[src/rtl/wb_stage.sv]
// Writeback stage: selects ALU / load / PC+4 result, waits for and extends load data, drives a one-cycle GPR write.
// Optional WB_BYPASS_EN builds registered fwd_* copies of the GPR write port; otherwise fwd_* are tied to 0.
module wb_stage #(
    parameter int DATA_W       = 32,
    parameter int MEM_WAIT_MAX = 15
) (
    input  logic              clk,
    input  logic              rst,
    input  logic              in_valid,
    output logic              in_ready,
    input  logic [4:0]        in_rd,
    input  logic [1:0]        in_wb_sel,
    input  logic [DATA_W-1:0] in_alu_res,
    input  logic [DATA_W-1:0] in_pc4,
    input  logic [2:0]        in_funct3,
    input  logic [1:0]        in_addr_lo,
    input  logic              mem_rvalid,
    input  logic [DATA_W-1:0] mem_rdata,
    output logic              gpr_we,
    output logic [4:0]        gpr_rd,
    output logic [DATA_W-1:0] gpr_di,
    output logic              busy,
    output logic [4:0]        busy_rd,
    output logic              load_err,
    output logic              fwd_valid,
    output logic [4:0]        fwd_rd,
    output logic [DATA_W-1:0] fwd_data
);
    localparam int CNT_W = $clog2(MEM_WAIT_MAX + 1);
    localparam logic [CNT_W-1:0] CNT_LAST = CNT_W'(MEM_WAIT_MAX - 1);

    typedef enum logic [1:0] {IDLE = 2'd0, LOAD_WAIT = 2'd1, COMMIT = 2'd2} state_t;

    state_t            state, state_nx;
    logic [4:0]        rd_q, rd_nx;
    logic [DATA_W-1:0] data_q, data_nx;
    logic [2:0]        f3_q, f3_nx;
    logic [1:0]        lo_q, lo_nx;
    logic [CNT_W-1:0]  cnt_q, cnt_nx;
    logic              err_q, err_nx;
    logic              accept;
    logic              misaligned;

    // funct3[1] set means word (covers 010, 011, 11x); funct3[1:0]=01 is a halfword.
    function automatic logic [31:0] load_extend(input logic [31:0] w, input logic [2:0] f3,
                                                input logic [1:0] lo);
        logic [7:0]  b;
        logic [15:0] h;
        case (lo)
            2'd0:    b = w[7:0];
            2'd1:    b = w[15:8];
            2'd2:    b = w[23:16];
            default: b = w[31:24];
        endcase
        h = lo[1] ? w[31:16] : w[15:0];
        if (f3[1])      return w;
        else if (f3[0]) return f3[2] ? {16'b0, h} : {{16{h[15]}}, h};
        else            return f3[2] ? {24'b0, b} : {{24{b[7]}}, b};
    endfunction

    always_ff @(posedge clk) begin
        if (rst) begin
            state  <= IDLE;
            rd_q   <= '0;
            data_q <= '0;
            f3_q   <= '0;
            lo_q   <= '0;
            cnt_q  <= '0;
            err_q  <= 1'b0;
        end else begin
            state  <= state_nx;
            rd_q   <= rd_nx;
            data_q <= data_nx;
            f3_q   <= f3_nx;
            lo_q   <= lo_nx;
            cnt_q  <= cnt_nx;
            err_q  <= err_nx;
        end
    end

    assign accept     = in_valid && in_ready;
    assign misaligned = in_funct3[1] ? (in_addr_lo != 2'd0) : (in_funct3[0] && in_addr_lo[0]);

    always_comb begin
        state_nx = state;
        rd_nx    = rd_q;
        data_nx  = data_q;
        f3_nx    = f3_q;
        lo_nx    = lo_q;
        cnt_nx   = cnt_q;
        err_nx   = 1'b0;
        case (state)
            LOAD_WAIT: begin
                // Data arriving on the timeout cycle still wins.
                if (mem_rvalid) begin
                    state_nx = COMMIT;
                    data_nx  = load_extend(mem_rdata, f3_q, lo_q);
                end else if (cnt_q == CNT_LAST) begin
                    state_nx = IDLE;
                    err_nx   = 1'b1;
                end else begin
                    cnt_nx = cnt_q + 1'b1;
                end
            end
            default: begin
                state_nx = IDLE;
                if (accept) begin
                    case (in_wb_sel)
                        2'b01: begin
                            state_nx = COMMIT;
                            rd_nx    = in_rd;
                            data_nx  = in_alu_res;
                        end
                        2'b11: begin
                            state_nx = COMMIT;
                            rd_nx    = in_rd;
                            data_nx  = in_pc4;
                        end
                        2'b10: begin
                            rd_nx = in_rd;
                            f3_nx = in_funct3;
                            lo_nx = in_addr_lo;
                            if (misaligned) begin
                                err_nx = 1'b1;
                            end else begin
                                state_nx = LOAD_WAIT;
                                cnt_nx   = '0;
                            end
                        end
                        default: ;
                    endcase
                end
            end
        endcase
    end

    always_comb begin
        in_ready = (state != LOAD_WAIT);
        gpr_we   = (state == COMMIT) && (rd_q != 5'd0);
        gpr_rd   = gpr_we ? rd_q : 5'd0;
        gpr_di   = gpr_we ? data_q : '0;
        busy     = (state != IDLE) && (rd_q != 5'd0);
        busy_rd  = busy ? rd_q : 5'd0;
        load_err = err_q;
    end

`ifdef WB_BYPASS_EN
    logic fwd_we_nx;
    assign fwd_we_nx = (state_nx == COMMIT) && (rd_nx != 5'd0);

    always_ff @(posedge clk) begin
        if (rst) begin
            fwd_valid <= 1'b0;
            fwd_rd    <= '0;
            fwd_data  <= '0;
        end else begin
            fwd_valid <= fwd_we_nx;
            fwd_rd    <= fwd_we_nx ? rd_nx : 5'd0;
            fwd_data  <= fwd_we_nx ? data_nx : '0;
        end
    end
`else
    assign fwd_valid = 1'b0;
    assign fwd_rd    = 5'd0;
    assign fwd_data  = '0;
`endif
endmodule
[config.mk]
export PLATFORM = sky130hd
export DESIGN_NAME = wb_stage
export DESIGN_NICKNAME = d
export VERILOG_FILES = /design/src/rtl/wb_stage.sv
export SDC_FILE = /design/constraint.sdc
export NUM_CORES = 1
export LEC_CHECK = 0
export ABC_AREA = 0
export CAP_MARGIN = 20
export CORE_MARGIN = 3
export CORE_UTILIZATION = 40
export CTS_BUF_LIST = sky130_fd_sc_hd__clkbuf_4
export CTS_CLUSTER_DIAMETER = 120
export DETAILED_ROUTE_END_ITERATION = 7
export HOLD_SLACK_MARGIN = 0.06
export PLACE_DENSITY_LB_ADDON = 0.3
export SYNTH_ARGS = -nofsm -noshare
export SYNTH_HDL_FRONTEND = slang
export SYNTH_SLANG_ARGS = --single-unit
export TNS_END_PERCENT = 30
[constraint.sdc]
create_clock -name clk -period 4.26 [get_ports clk]
set_input_delay 0.852 -clock clk [delete_from_list [all_inputs] [get_ports clk]]
set_output_delay 0.852 -clock clk [all_outputs]
set_load 0.01 [all_outputs]
After elaboration in Yosys (flattened, before gate mapping)
Cells that the tools add are included.
Storage, ports and cells
  input port bits: 112
  word-level logic and storage cells: 72
  register bits after elaboration: 49
Operators by class
  $add $sub $neg: 1
  bitwise gates (word level): 1
  eq/ne operators: 14
  reduce and logical (&&, ||, !) cells: 17
  mux-type cells: 32
Operator list (count)
  $mux 32: 8
  $pmux 32 s2: 1
  $mux 4: 6
  $pmux 8 s3: 1
  $mux 16: 1
  $mux 5: 2
  $reduce_and 3->1: 3
  $eq 2x2->1 const B: 4
  $mux 1: 8
  $mux 2: 4
  $reduce_bool 2->1: 4
  $eq 2x1->1 const B: 3
  $ne 2x2->1 const B: 3
  $reduce_and 5->1: 1
  $reduce_bool 5->1: 1
  $add 4x1->4 const B: 1
  $eq 4x4->1 const B: 1
  $logic_and 1x1->1: 4
  $ne 2x1->1 const B: 2
  $pmux 2 s2: 1
  $ne 3x3->1 const B: 1
  $reduce_bool 3->1: 1
  $reduce_or 3->1: 1
  $logic_not 2->1: 1
  other kinds (2): 2

Logic depth before layout (Yosys ltp)
  depth in word-level cells: 7
  mapped depth: 7
  mapped depth without buffers: 6

Worst setup path after synthesis
No wires, ideal clock.
  path kind: register to output
  start point: register rd_q[0]
  end point: output gpr_di[10]
  arrival: 1.490 ns
  cell stages (with the launch flop): 7
  required time: 3.408 ns
  setup slack: 1.918 ns
  cells stage by stage: dfxtp_1 or4_1 nor2_1 nor3b_1 clkbuf_1 clkbuf_1 and2_1
On the way
  word-level cells in the longest chain between the ends: 3
Ends and longest elaborated chain
  start, declared: line 35  | logic [4:0] rd_q, rd_nx;
  start signal, assigned: line 72  | rd_q <= rd_nx;
  $reduce_bool 5->1: line 139  | gpr_we = (state == COMMIT) && (rd_q != 5'd0);
  $logic_and 1x1->1: line 139
  $mux 32: line 141  | gpr_di = gpr_we ? data_q : '0;
  end, declared: line 21  | output logic [DATA_W-1:0] gpr_di,
No other way between the ends.

Final worst setup path
  start point: register rd_q[2]
  end point: output gpr_di[15]
Same word-level chain as after synthesis.

==> impl_metrics.yaml <==
die:
  die_area_um2: 10800
  io_pins: 196
  fp.dieH_um: 104
  initial_core_util_pct: 41.3
  num_rows: 35
  coreArea_um2: 9240
  die_w_um: 104
clock_network:
  clock_latency_ps: 370
  post_cts_buffers: 0
  cts.sinks: 49
  cts.reportedPaths.clkPinSlew_ps: 150
  cts_buffers: 5
  cts_resized: 0
  cts_max_level: 2
  cts_tree: "built"
  cts_hold_buf: 0
  cts_max_path_buffers: 2
  root_buffer: "clkbuf_4"
synth:
  yosys-top-cells-area: "dfxtp_1, buf_4, mux2i_1, a211oi_1, and2_1"
  async_flop_share_pct: 0
  yosysTopAreaCell: "dfxtp_1"
  synth_area_per_cell_um2: 8.14
  yosysWarnings: 0
  netlist_area_um2: 3820
  synth-edff-count: 0
  synth_top_area_share_pct: 25.7
  ys_seq_area_share_pct: 25.7
  synthCells: 469
  synthFlopType: "dfxtp_1"
  synth_seq_cells: 49
  ys_types: 53
sta:
  rsz0062_at_grt: "false"
  finClkSkew_ps: 11.4
  clock.fmax_ghz: 0.276
  tightest_slew_ps: 904
  fin_crit_ps: 3620
  period_share_pct: 84.9
  max-slew-margin-rel_pct: 39.3
  slew_violations: 0
  finalHoldViolCount: 0
  setup_tns_ps: 0
  finalSetupViolCount: 0
routing:
  avgViaCountPerCell: 5.29
  route.detailed.drc: 0
  initialDrtViolationCount: 268
  vias: 3891
  drtPass1Iterations: 5
  routed_wl_mm: 12.5
  drt-wirelength-per-cell_um: 17.0
  postRouteAntennaNets: 0
placement:
  gp_congestion: 0.913
  io_buffers: 157
  numPlacedInstances: 727
  dp_hpwl_mm: 9.54
cells_and_area:
  diodes: 0
  area_growth_pct: 42.1
  nNetsFinal: 721
  fin_cells: 736
  drive_gt1_share_pct: 7.08
job:
  maxCapViolations: 0
min_path:
  whs_path_depth: 2
  hold_class: "flip-flop to flip-flop"
global_routing:
  grt_usage_pct: 22.1
  grt_pass1_vias: 3781
  grt-ovfl-total: 0
  antenna_found_initial: 0
  grt_pass1_wl_mm: 19.8
  grt_max_degree: 41
setup_path:
  crit_chain: "or4_1 > nor2_1 > nor3b_2 > buf_4 > and2_1 > clkdlybuf4s50_1"
  path_class: "flip-flop to output port"
  r2r_slack_ps: 2050
  cp_data_arrival_time_ps: 2760
  crit_fanout: 24
  critPathLaunchType: "flip-flop"
  crit_slowest_cell: "nor3b_2"
  timing.critical_path.buf_inv: 2
  required_ps: 3410
  cp_top_family: "simple AND/OR/NAND/NOR gates"
  critPathCaptureType: "output port"
  slowest_delay_ps: 720
  ff2ff_path_depth: 4
  cp_num_cells: 6
outcome:
  outcome: "finished, final reports clean"
power:
  leakage_nw: 2.11
  power.density_nw_per_um2: 191
  power_w: 0.00103
  peakVddDrop_v: 0.000116
metal layers:
metal  wire [µm]  track usage (%)
met1        5390             28.4
met2        6100             38.0
met3         894             5.17
met4         142             4.56
met5           0                0
area by class of cell:
class,instances,area (µm²)
flip-flops and latches,49,981
inverters,21,81.3
well taps,129,161
clock buffers,5,37.5
multi-input cells,361,2450
fillers,834,3820
repair buffers,169,1700
clock inverters,2,11.3
worst register-to-register path: cells and delay by family (launching register included):
kind	cells	cell delay (ps)
compound gates	2	330
flops	1	750
mux	1	350
simple gates	1	690
logic make-up (layout without fill, tap and decap cells):
kind of cell | after synthesis | after routing | synth area share, %
xor gates and xnor gates | 2 | 2 | 0.459
other | 1 | 38 | 0.0982
muxes | 41 | 41 | 11.5
AOI/OAI and AO/OA | 123 | 123 | 23.6
buffers and inverters | 96 | 197 | 14.0
adders and majority gates | 2 | 2 | 0.655
and+or+nand+nor | 155 | 155 | 24.0
DFF | 49 | 49 | 25.7
registers in the layout, summed over array words and instances, names as in the netlist:
| signal | count |
|---|---|
| cnt_q | 4 |
| state | 2 |
| lo_q | 2 |
| f3_q | 3 |
| rd_q | 5 |
| data_q | 32 |
| load_err | 1 |
placed cells by master, fill, tap and decap left out, drive strengths merged, types with 8 or more instances in the layout:
cell type | netlist | final
nand3b | 20 | 20
nor2 | 24 | 24
nand3 | 8 | 8
o21a | 8 | 8
o31ai | 17 | 17
buf | 54 | 12
a21oi | 17 | 17
clkdlybuf4s50 | 0 | 157
and3 | 18 | 18
and2 | 38 | 38
dfxtp | 49 | 49
nand2 | 17 | 17
conb | 1 | 38
inv | 21 | 21
mux2 | 14 | 14
mux2i | 26 | 26
o21ai | 16 | 16
a211oi | 33 | 33
a221oi | 13 | 13
cells in the mapped netlist (14+ instances only):
cell,n
and2_1,38
inv_1,20
a21oi_1,16
nand2_1,17
o31ai_1,15
nand3b_1,20
clkbuf_1,21
a211oi_1,33
dfxtp_1,49
and3_1,18
nor2_1,24
o21ai_0,14
mux2i_1,26
mux2_2,14
buf_4,39
worst paths after layout:
kind                    from    endpoint
setup / recovery     rd_q[2]  gpr_di[15]
hold / removal    data_q[27]  data_q[27]
setup reg to reg     f3_q[0]   data_q[1]
hold reg to reg   data_q[27]  data_q[27]
through the flow:
step | setup slack, ps | util [%] | instance area (µm²) | hold WS [ps]
global route | 403 | 58.7 | 5420 | 514
global placement | 1060 | 57.6 | 5320 | 464
finish | 643 | 58.7 | 5420 | 500
CTS | 603 | 58.1 | 5370 | 499
detailed placement | 971 | 57.6 | 5320 | 470
floorplan | 1920 | - | 3960 | 451
where the power goes:
part	leakage, nW	switching [W]	internal, W
clock	0.0247	0.000149	0.0000597
sequential	0.401	0.0000180	0.000484
combinational	1.69	0.000149	0.000175
Power figures use the tool's default switching activity.
